--- config.mk ---
export PLATFORM = sky130hd
export DESIGN_NAME = zigzag_pingpong_buffer
export DESIGN_NICKNAME = d
export VERILOG_FILES = /design/src/rtl/jpeg_zigzag_pkg.sv /design/src/rtl/zigzag_bank.sv /design/src/rtl/zigzag_pingpong_buffer.sv
export SDC_FILE = /design/constraint.sdc
export NUM_CORES = 2
export LEC_CHECK = 0
export CAP_MARGIN = 20
export CORE_MARGIN = 8
export CORE_UTILIZATION = 35
export DETAILED_ROUTE_END_ITERATION = 10
export GPL_ROUTABILITY_DRIVEN = 0
export PLACE_DENSITY = 0.55
export SETUP_SLACK_MARGIN = 0.4
export SLEW_MARGIN = 20
export SYNTH_ARGS = -nofsm -noshare
export SYNTH_HDL_FRONTEND = slang
export SYNTH_SLANG_ARGS = --single-unit
--- constraint.sdc ---
create_clock -name clock -period 9.65 [get_ports clock]
set_clock_uncertainty 0.1 [all_clocks]
set_input_delay 1.93 -clock clock [delete_from_list [all_inputs] [get_ports clock]]
set_output_delay 1.93 -clock clock [all_outputs]
set_load 0.01 [all_outputs]
--- src/rtl/jpeg_zigzag_pkg.sv ---
// Shared block geometry, the JPEG zigzag-to-raster table and the lane-count
// legality check used by the zigzag ping-pong buffer.
package jpeg_zigzag_pkg;

    localparam int BLK_DIM  = 8;
    localparam int BLK_SIZE = 64;

    // Entry k is the raster index (row*8+col) of the k-th coefficient in zigzag order.
    localparam logic [5:0] ZIGZAG_IDX [0:63] = '{
        6'd0,  6'd1,  6'd8,  6'd16, 6'd9,  6'd2,  6'd3,  6'd10,
        6'd17, 6'd24, 6'd32, 6'd25, 6'd18, 6'd11, 6'd4,  6'd5,
        6'd12, 6'd19, 6'd26, 6'd33, 6'd40, 6'd48, 6'd41, 6'd34,
        6'd27, 6'd20, 6'd13, 6'd6,  6'd7,  6'd14, 6'd21, 6'd28,
        6'd35, 6'd42, 6'd49, 6'd56, 6'd57, 6'd50, 6'd43, 6'd36,
        6'd29, 6'd22, 6'd15, 6'd23, 6'd30, 6'd37, 6'd44, 6'd51,
        6'd58, 6'd59, 6'd52, 6'd45, 6'd38, 6'd31, 6'd39, 6'd46,
        6'd53, 6'd60, 6'd61, 6'd54, 6'd47, 6'd55, 6'd62, 6'd63
    };

    function automatic bit is_legal_lanes(input int lanes);
        return (lanes == 1) || (lanes == 2) || (lanes == 4) || (lanes == 8);
    endfunction

endpackage

--- src/rtl/zigzag_bank.sv ---
// One 64-coefficient block store: row-wide write port, OUT_LANES combinational
// read ports addressed by raster index, and the block's zigzag/raster mode bit.
module zigzag_bank
    import jpeg_zigzag_pkg::*;
#(
    parameter int DATA_WIDTH = 10,
    parameter int OUT_LANES  = 1
) (
    input  logic                              clock,
    input  logic                              wr_en_i,
    input  logic [2:0]                        wr_row_i,
    input  logic [BLK_DIM*DATA_WIDTH-1:0]     wr_data_i,
    input  logic                              mode_we_i,
    input  logic                              mode_i,
    output logic                              mode_o,
    input  logic [OUT_LANES*6-1:0]            rd_addr_i,
    output logic [OUT_LANES*DATA_WIDTH-1:0]   rd_data_o
);

    logic [DATA_WIDTH-1:0] mem_q [BLK_SIZE];
    logic                  modeBit_q;

    // Storage is deliberately left out of reset; a block is always fully rewritten before it is read.
    always_ff @(posedge clock) begin
        if (wr_en_i) begin
            for (int c = 0; c < BLK_DIM; c++) begin
                mem_q[{wr_row_i, 3'(c)}] <= wr_data_i[c*DATA_WIDTH +: DATA_WIDTH];
            end
        end
        if (mode_we_i) begin
            modeBit_q <= mode_i;
        end
    end

    always_comb begin
        rd_data_o = '0;
        for (int j = 0; j < OUT_LANES; j++) begin
            rd_data_o[j*DATA_WIDTH +: DATA_WIDTH] = mem_q[rd_addr_i[j*6 +: 6]];
        end
    end

    assign mode_o = modeBit_q;

endmodule

--- src/rtl/zigzag_pingpong_buffer.sv ---
// Two-bank row collector that streams each completed 8x8 block in zigzag or
// raster order, OUT_LANES coefficients per beat, with valid/ready on both sides.
module zigzag_pingpong_buffer
    import jpeg_zigzag_pkg::*;
#(
    parameter int DATA_WIDTH = 10,
    parameter int OUT_LANES  = 1
) (
    input  logic                              clock,
    input  logic                              reset_n,
    input  logic                              in_valid,
    output logic                              in_ready,
    input  logic [BLK_DIM*DATA_WIDTH-1:0]     in_row,
    input  logic                              in_zigzag,
    output logic                              out_valid,
    input  logic                              out_ready,
    output logic [OUT_LANES*DATA_WIDTH-1:0]   out_data,
    output logic                              out_first,
    output logic                              out_last,
    output logic [1:0]                        bank_full
);

    localparam int BEATS = BLK_SIZE / OUT_LANES;
    localparam int BW    = $clog2(BEATS);
    localparam logic [BW-1:0] LAST_BEAT = BW'(BEATS - 1);

    if (!is_legal_lanes(OUT_LANES)) begin : g_illegal_lanes
        $error("zigzag_pingpong_buffer: OUT_LANES must be 1, 2, 4 or 8");
    end

    logic                            wrBank_q, wrBank_d;
    logic [2:0]                      wrRow_q, wrRow_d;
    logic                            rdBank_q, rdBank_d;
    logic                            rdDone_q, rdDone_d;
    logic [BW-1:0]                   beat_q, beat_d;
    logic [1:0]                      bankFull_q, bankFull_d;
    logic                            outValid_q, outValid_d;
    logic [OUT_LANES*DATA_WIDTH-1:0] outData_q, outData_d;
    logic                            outFirst_q, outFirst_d;
    logic                            outLast_q, outLast_d;

    logic                            wrFire, wrLast;
    logic [1:0]                      fullNow;
    logic                            accept, lastAccept;
    logic                            srcBank, srcPending, load;
    logic                            rdMode;
    logic [5:0]                      seqBase;
    logic [OUT_LANES*6-1:0]          rdAddr;
    logic [OUT_LANES*DATA_WIDTH-1:0] bankData [2];
    logic [1:0]                      bankMode;

    assign in_ready = !bankFull_q[wrBank_q];
    assign wrFire   = in_valid && in_ready;
    assign wrLast   = wrFire && (wrRow_q == 3'd7);

    for (genvar b = 0; b < 2; b++) begin : g_bank
        zigzag_bank #(
            .DATA_WIDTH (DATA_WIDTH),
            .OUT_LANES  (OUT_LANES)
        ) u_bank (
            .clock      (clock),
            .wr_en_i    (wrFire && (wrBank_q == 1'(b))),
            .wr_row_i   (wrRow_q),
            .wr_data_i  (in_row),
            .mode_we_i  (wrFire && (wrBank_q == 1'(b)) && (wrRow_q == 3'd0)),
            .mode_i     (in_zigzag),
            .mode_o     (bankMode[b]),
            .rd_addr_i  (rdAddr),
            .rd_data_o  (bankData[b])
        );
    end

    // Beat 0 never touches row 7 in either order, so a bank may start reading in the
    // very cycle its row 7 is written; this gives the one-cycle first-beat latency.
    always_comb begin
        fullNow    = bankFull_q | (wrLast ? (2'b01 << wrBank_q) : 2'b00);
        accept     = outValid_q && out_ready;
        lastAccept = accept && outLast_q;
        srcBank    = lastAccept ? !rdBank_q : rdBank_q;
        srcPending = fullNow[srcBank] && (lastAccept || !rdDone_q);
        load       = (!outValid_q || out_ready) && srcPending;
        rdMode     = bankMode[srcBank];
        seqBase    = 6'(beat_q) * 6'(OUT_LANES);
        rdAddr     = '0;
        for (int j = 0; j < OUT_LANES; j++) begin
            rdAddr[j*6 +: 6] = rdMode ? ZIGZAG_IDX[seqBase + 6'(j)] : (seqBase + 6'(j));
        end
    end

    always_comb begin
        wrBank_d   = wrBank_q;
        wrRow_d    = wrRow_q;
        rdBank_d   = srcBank;
        rdDone_d   = rdDone_q && !lastAccept;
        beat_d     = beat_q;
        bankFull_d = bankFull_q;
        outValid_d = outValid_q;
        outData_d  = outData_q;
        outFirst_d = outFirst_q;
        outLast_d  = outLast_q;

        if (wrFire) begin
            wrRow_d = wrRow_q + 3'd1;
            if (wrLast) begin
                wrBank_d             = !wrBank_q;
                bankFull_d[wrBank_q] = 1'b1;
            end
        end
        if (lastAccept) begin
            bankFull_d[rdBank_q] = 1'b0;
        end

        if (load) begin
            outValid_d = 1'b1;
            outData_d  = bankData[srcBank];
            outFirst_d = (beat_q == '0);
            outLast_d  = (beat_q == LAST_BEAT);
            if (beat_q == LAST_BEAT) begin
                beat_d   = '0;
                rdDone_d = 1'b1;
            end else begin
                beat_d = beat_q + BW'(1);
            end
        end else if (accept) begin
            outValid_d = 1'b0;
            outFirst_d = 1'b0;
            outLast_d  = 1'b0;
        end
    end

    always_ff @(posedge clock or negedge reset_n) begin
        if (!reset_n) begin
            wrBank_q   <= 1'b0;
            wrRow_q    <= 3'd0;
            rdBank_q   <= 1'b0;
            rdDone_q   <= 1'b0;
            beat_q     <= '0;
            bankFull_q <= 2'b00;
            outValid_q <= 1'b0;
            outData_q  <= '0;
            outFirst_q <= 1'b0;
            outLast_q  <= 1'b0;
        end else begin
            wrBank_q   <= wrBank_d;
            wrRow_q    <= wrRow_d;
            rdBank_q   <= rdBank_d;
            rdDone_q   <= rdDone_d;
            beat_q     <= beat_d;
            bankFull_q <= bankFull_d;
            outValid_q <= outValid_d;
            outData_q  <= outData_d;
            outFirst_q <= outFirst_d;
            outLast_q  <= outLast_d;
        end
    end

    assign out_valid = outValid_q;
    assign out_data  = outData_q;
    assign out_first = outFirst_q;
    assign out_last  = outLast_q;
    assign bank_full = bankFull_q;

endmodule

Yosys cells after proc, flatten, opt, wreduce, memory -nomap -nowiden
Memories as Yosys holds them, arrays and structs flattened.
Cells that the tools add are included.
{ "totals": {"register_bits": 29, "latch_bits": 0, "ram_bits": 1280, "romBits": 384, "inputBits": 85, "n_memories": 3} }
{ "op_classes": {"n_addsub": 2, "multipliers": 0, "n_div": 0, "order_cmp": 7, "eq_ne": 2, "shifts": 1, "muxes": 32, "n_bitwise": 7, "reduce_logical": 25} }
{ "memory_table": {"columns": ["name", "words", "word_bits", "read_ports", "rd_ports_with_merged_regs", "write_ports", "line_no", "source"], "rows": [
  ["g_bank[0].u_bank.mem_q", 64, 10, 1, 0, 8, "zigzag_bank.sv:20", "logic [DATA_WIDTH-1:0] mem_q [BLK_SIZE];"],
  ["g_bank[1].u_bank.mem_q", 64, 10, 1, 0, 8, "zigzag_bank.sv:20", null],
  ["(name not given)", 64, 6, 1, 0, 0, "zigzag_pingpong_buffer.sv:86", "rdAddr[j*6 +: 6] = rdMode ? ZIGZAG_IDX[seqBase + 6'(j)] : (seqBase + 6'(j));"]
]} }
{ "ops": {"columns": ["op", "n"], "rows": [
  ["$mux 10", 3],
  ["$mux 6", 4],
  ["$mux 1", 19],
  ["$logic_and 1x1->1", 13],
  ["$mux 2", 4],
  ["$ge 7x7->1 const B", 1],
  ["$not 6->7", 1],
  ["$add 6x1->6 const B", 1],
  ["$eq 6x6->1 const B", 1],
  ["$logic_not 1->1", 6],
  ["$logic_not 6->1", 1],
  ["$lt 1x2->1 const B", 3],
  ["$or 2x2->2", 2],
  ["$add 3x1->3 const B", 1],
  ["$eq 3x3->1 const B", 1],
  ["$logic_not 3->1", 1],
  ["$and 2x2->2", 1],
  ["$demux 1 s1", 2],
  ["$ge 1x1->1 const B", 2],
  ["$ge 2x2->1 const B", 1],
  ["$logic_or 1x1->1", 2],
  ["$not 1->2", 1],
  ["$not 2->2", 1],
  ["$reduce_and 2->1", 1],
  ["3 further kinds", 3]
]} }

Depth between registers and ports, before layout
{ "depth": {"word_depth": 12, "ltp_mapped": 18, "depth_no_buf": 13} }

Hierarchy
A second synthesis with hierarchy kept.
{ "unflattened": {"hier_cells": 2313, "hier_area_um2": 51215.4} }
{ "modules_own_cells": {"columns": ["module", "instances", "cells_each", "area_per_inst_um2", "seq_area_each_um2"], "rows": [
  ["zigzag_bank", 2, 1039, 24517.3, 19248.5],
  ["zigzag_pingpong_buffer", 1, 235, 2180.8, 675.6]
]} }

Worst setup path after synthesis
No wires, ideal clock.
{ "synth_path": {"path_kind": "input port to flip-flop", "from": "input port in_valid", "to": "memory g_bank[1].u_bank.mem_q[0][0] (enable)", "setup_time_ns": 0.616, "t_arrival_ns": 7.798, "required_ns": 8.934, "slack_ns": 1.136, "path_stages": 3, "n_path_buf": 0, "cell_sequence": "nand2_1 or3_1 nor3_1"} }
{ "synth_rtl": {"columns": ["item", "line_no", "source"], "rows": [
  ["start, declared", "zigzag_pingpong_buffer.sv:11", "input logic in_valid,"],
  ["end, declared", "zigzag_bank.sv:20", null]
]} }

Worst setup path after layout
{ "layout_path": {"from": "input port out_ready", "to": "register outData_q[8] (netlist: out_data[8])"} }
{ "layout_via": {"elab_chain_cells": 10, "word_cells_on_any_way": 18} }
{ "layout_rtl": {"columns": ["item", "line_no", "source"], "rows": [
  ["start, declared", "zigzag_pingpong_buffer.sv:16", "input logic out_ready,"],
  ["$logic_and 1x1->1", "zigzag_pingpong_buffer.sv:77", "accept = outValid_q && out_ready;"],
  ["$logic_and 1x1->1", "zigzag_pingpong_buffer.sv:78", "lastAccept = accept && outLast_q;"],
  ["$mux 1", "zigzag_pingpong_buffer.sv:79", "srcBank = lastAccept ? !rdBank_q : rdBank_q;"],
  ["$mux 1 (not written as such) (2 in series)", "zigzag_pingpong_buffer.sv:82", "rdMode = bankMode[srcBank];"],
  ["$mux 6", "zigzag_pingpong_buffer.sv:86", null],
  ["$mem_v2 64x10", null, null],
  ["$mux 10 (not written as such) (3 in series)", "zigzag_pingpong_buffer.sv:115", "outData_d = bankData[srcBank];"],
  ["end signal, assigned", "zigzag_pingpong_buffer.sv:151", "outData_q <= outData_d;"],
  ["end, declared", "zigzag_pingpong_buffer.sv:38", "logic [OUT_LANES*DATA_WIDTH-1:0] outData_q, outData_d;"]
]} }
Parallel ways exist; a longest one is shown, timed or not. The select of a mux whose other input is x is not followed.
A chain may end at the register's enable or synchronous reset.

==> qor.csv <==
metric;value;unit
WP buf/inv;2;
share of cells above drive strength 1;9.641;%
CP Launch Type;primary input;
CTS root buffer;clkbuf_16;
worst hold path endpoint;rdDone_q$_DFF_PN0_;
Layout area overhead;14.24;%
post-route ant nets;0;
Post-Syn Instances;3499;
largest stage delay on the critical path;0.57;ns
Reg power frac;36.8;%
IR drop worst, VDD;0.0003536;V
vias post-DR;31750;
CTS hold repair buffers;0;
worst reg2reg endpoint;out_data[8]$_DFFE_PN0P_;
Clock H-tree levels;4;
dpl hpwl;90190;um
Tcrit/Tclk final;58.14;%
max cap viols;0;
GR Util All Layers;18.80;%
worst-margin pin slew;1.138;ns
total power;0.01811;W
Async S/R FF share, synth;2.063;%
CP Cell Sequence;clkdlybuf4s50_1 -> nand3_1 -> a21o_1 -> nand2_1 -> o2111ai_1 -> and2_2 -> nor2_4 -> buf_4 -> a22oi_1 -> o2bb2ai_1 -> a222oi_1 -> a31oi_1;
Cell Int Power;0.01142;W
vias in the first global route;30290;
Synth Area per Inst;15.13;um^2
clock latency on the worst-skew pair;0.75;ns
PortBufs;100;
worst hold stages;2;
hold crit path type;flip-flop to flip-flop;
Comb power frac;35.0;%
post-route minimum period;5.611;ns
Core ar.;0.1500;mm^2
LEAKAGE;19.42;nW
nets@finish;3663;
sequential share of the synthesized area;73.99;%
outcome;finished, final reports clean;
residual DRC count;0;
Num Clock Sinks;1309;
Post-synth EDFFs;1282;
Syn Nets;3602;
critical-path maximum fanout;12;
# fillers;13790;
Final Max Tran Viols;0;
worst reg2reg path depth;14;
final hold violation count;0;
critical path's slowest cell;clkdlybuf4s50_1;
TritonCTS clock tree;built;
Die X;404.9;um
final wirelength;159000;um
starting density of the core;35.31;%
gr ovfl total;0;
clock power share;28.2;%
worst reg2reg setup slack;4.28;ns
#FFs+latches synth;1309;
Synth Warn #;0;
drt first-iter violations;3698;
Yosys cell types;73;
final setup vio count;0;
clock tree buffer depth;3;
critical path class;primary input to flip-flop;
Hold Crit Start;rdDone_q$_DFF_PN0_;
RSZ-0062 raised after global routing;false;
Post-CTS Setup Inserts;0;
vias per cell;5.573;
CP Capture Type;flip-flop;
Clock transition at path regs;0.06;ns
drt wl/cell;27.90;um
Num CTS Buffers;140;
Synth Flop Type;edfxtp_1;
Mapped Area;0.05294;mm^2
WP data arrival;6.09;ns
total I/O pin count;101;
Die ar.;0.1640;mm^2
r2r startpoint;beat_q[0]$_DFFE_PN0P_;
Switch Pwr;0.006693;W
drt first pass iters;6;
initial antenna violation count;39;
first-pass GRT wire length;227000;um
Die Ht;404.9;um
Crit path max-delay family;simple AND/OR/NAND/NOR gates;
Slew headroom;23.58;%
Switching Share;36.95;%
post-CTS sizing;0;
Pwr Density;299.5;mW/mm^2
row count;142;
Setup TNS;0;ns
Peak Freq;178.2;MHz
largest net degree at the start of global routing;154;
WP data required;10.13;ns
## metrics by stage
stage / util (%) / area, um^2 / hold WS (ns) / worst slack [ns] / std cells
after floorplan: - / 52940 / 0.3413 / 1.136 / 3499
after global placement: 37.42 / 56110 / 0.3699 / 3.382 / 5433
after detailed placement: 37.43 / 56130 / 0.3790 / 3.348 / 5434
after CTS: 40.32 / 60460 / 0.3931 / 4.130 / 5688
after global routing: 40.33 / 60470 / 0.4026 / 3.743 / 5692
final: 40.33 / 60480 / 0.3893 / 4.039 / 5697
## state kept, by name, indices dropped and copies added (netlist names), 2 cells and up
name                  count
bank_full                 2
beat_q                    6
g_bank.u_bank.mem_q    1280
g_bank.u_bank.mode_o      2
out_data                 10
wrRow_q                   3
## power groups by stage
stage	Combinational [W]	Sequential, W	Clock (W)
after CTS	0.00636	0.00665	0.00521
after floorplan	0.00407	0.00671	0
final	0.00635	0.00666	0.00511
after global placement	0.00634	0.00677	0
after global routing	0.00679	0.00668	0.00542
after detailed placement	0.00634	0.00677	0
## cells in the mapped netlist (all sizes together), types with 5 or more instances
library cell	instances	share of area [%]
o21ai	117	1.1
o311ai	18	0.30
nand2	518	3.7
nand3	52	0.49
o2bb2ai	21	0.35
o31ai	5	0.11
and2	114	1.3
mux2	47	1.0
nor3	11	0.14
a31oi	52	0.61
o211ai	79	1.1
edfxtp	1282	73
nand2b	10	0.12
a211oi	6	0.15
a221oi	112	1.9
a21oi	209	2.0
ha	18	0.43
dfrtp	27	1.3
nor2	39	0.28
a22oi	121	1.7
a32oi	79	1.3
inv	15	0.11
clkbuf	115	0.82
and3	10	0.12
buf	138	1.6
mux2i	229	4.3
## how the worst max path moves through the flow
stage | from | to | slack [ns] | cells past startpoint
5_1_grt | out_ready | out_data[8]$_DFFE_PN0P_ | 3.74 | 12
2_1_floorplan | in_valid | g_bank[1].u_bank.mem_q[0][0]$_DFFE_PP_ | 1.14 | 3
6_report | out_ready | out_data[8]$_DFFE_PN0P_ | 4.04 | 12
4_1_cts | out_ready | out_data[8]$_DFFE_PN0P_ | 4.13 | 12
3_5_place_dp | out_ready | out_data[8]$_DFFE_PN0P_ | 3.35 | 12
3_3_place_gp | out_ready | out_data[1]$_DFFE_PN0P_ | 3.38 | 13
## layout by cell type (no fill, tap or decap), drive strengths merged, types with 47 or more instances in the layout
| cell | synthesis | final |
|---|---|---|
| a21oi | 209 | 209 |
| a221oi | 112 | 112 |
| a22oi | 121 | 121 |
| a31oi | 52 | 52 |
| a32oi | 79 | 79 |
| and2 | 114 | 114 |
| buf | 138 | 73 |
| clkbuf | 115 | 185 |
| clkdlybuf4s50 | 0 | 99 |
| clkinv | 0 | 52 |
| edfxtp | 1282 | 1282 |
| mux2 | 47 | 47 |
| mux2i | 229 | 229 |
| nand2 | 518 | 518 |
| nand3 | 52 | 52 |
| o211ai | 79 | 79 |
| o21ai | 117 | 117 |
## layer usage
layer / global-route usage, % / up-vias / wire length, um
li1: - / 13840 / -
met1: 26.64 / 16380 / 69470
met2: 29.71 / 1270 / 74260
met3: 3.314 / 256 / 11300
met4: 5.504 / 10 / 3870
met5: 0 / - / 61
## cell type report
| cell class | count | area [um^2] | area share, % |
|---|---|---|---|
| tap | 2016 | 2522 | 4.170 |
| inverter | 15 | 56.30 | 0.09309 |
| antenna | 9 | 22.52 | 0.03724 |
| sequential | 1309 | 39170 | 64.77 |
| multi-input combinational | 1922 | 12680 | 20.97 |
| clock inverter | 69 | 528.0 | 0.8730 |
| timing repair buffer | 172 | 1699 | 2.809 |
| clock buffer | 185 | 3800 | 6.283 |
## cells by family (layout without fill, tap and decap cells)
kind of cell	count (synthesis)	after routing	share of synthesized area [%]
compound gates	853	853	11.19
mux	278	278	5.421
xor+xnor	4	4	0.06617
simple gates	769	769	6.369
other cells	0	9	0
fa+ha+maj	18	18	0.4254
buf+inv	268	441	2.534
flops	1309	1309	73.99
## worst register-to-register path, cell delays in order (launching register included)
cell,delay [ns]
dfrtp_1,0.79
inv_1,0.35
ha_1,0.48
xnor2_1,0.17
or3b_1,0.38
and3_1,0.25
nand3_4,0.10
buf_4,0.68
a21boi_4,0.31
buf_4,0.69
a32oi_1,0.13
o21ai_0,0.19
o2bb2ai_1,0.13
a222oi_1,0.31
a31oi_1,0.13
No activity file was read; power rests on OpenSTA's default activity.
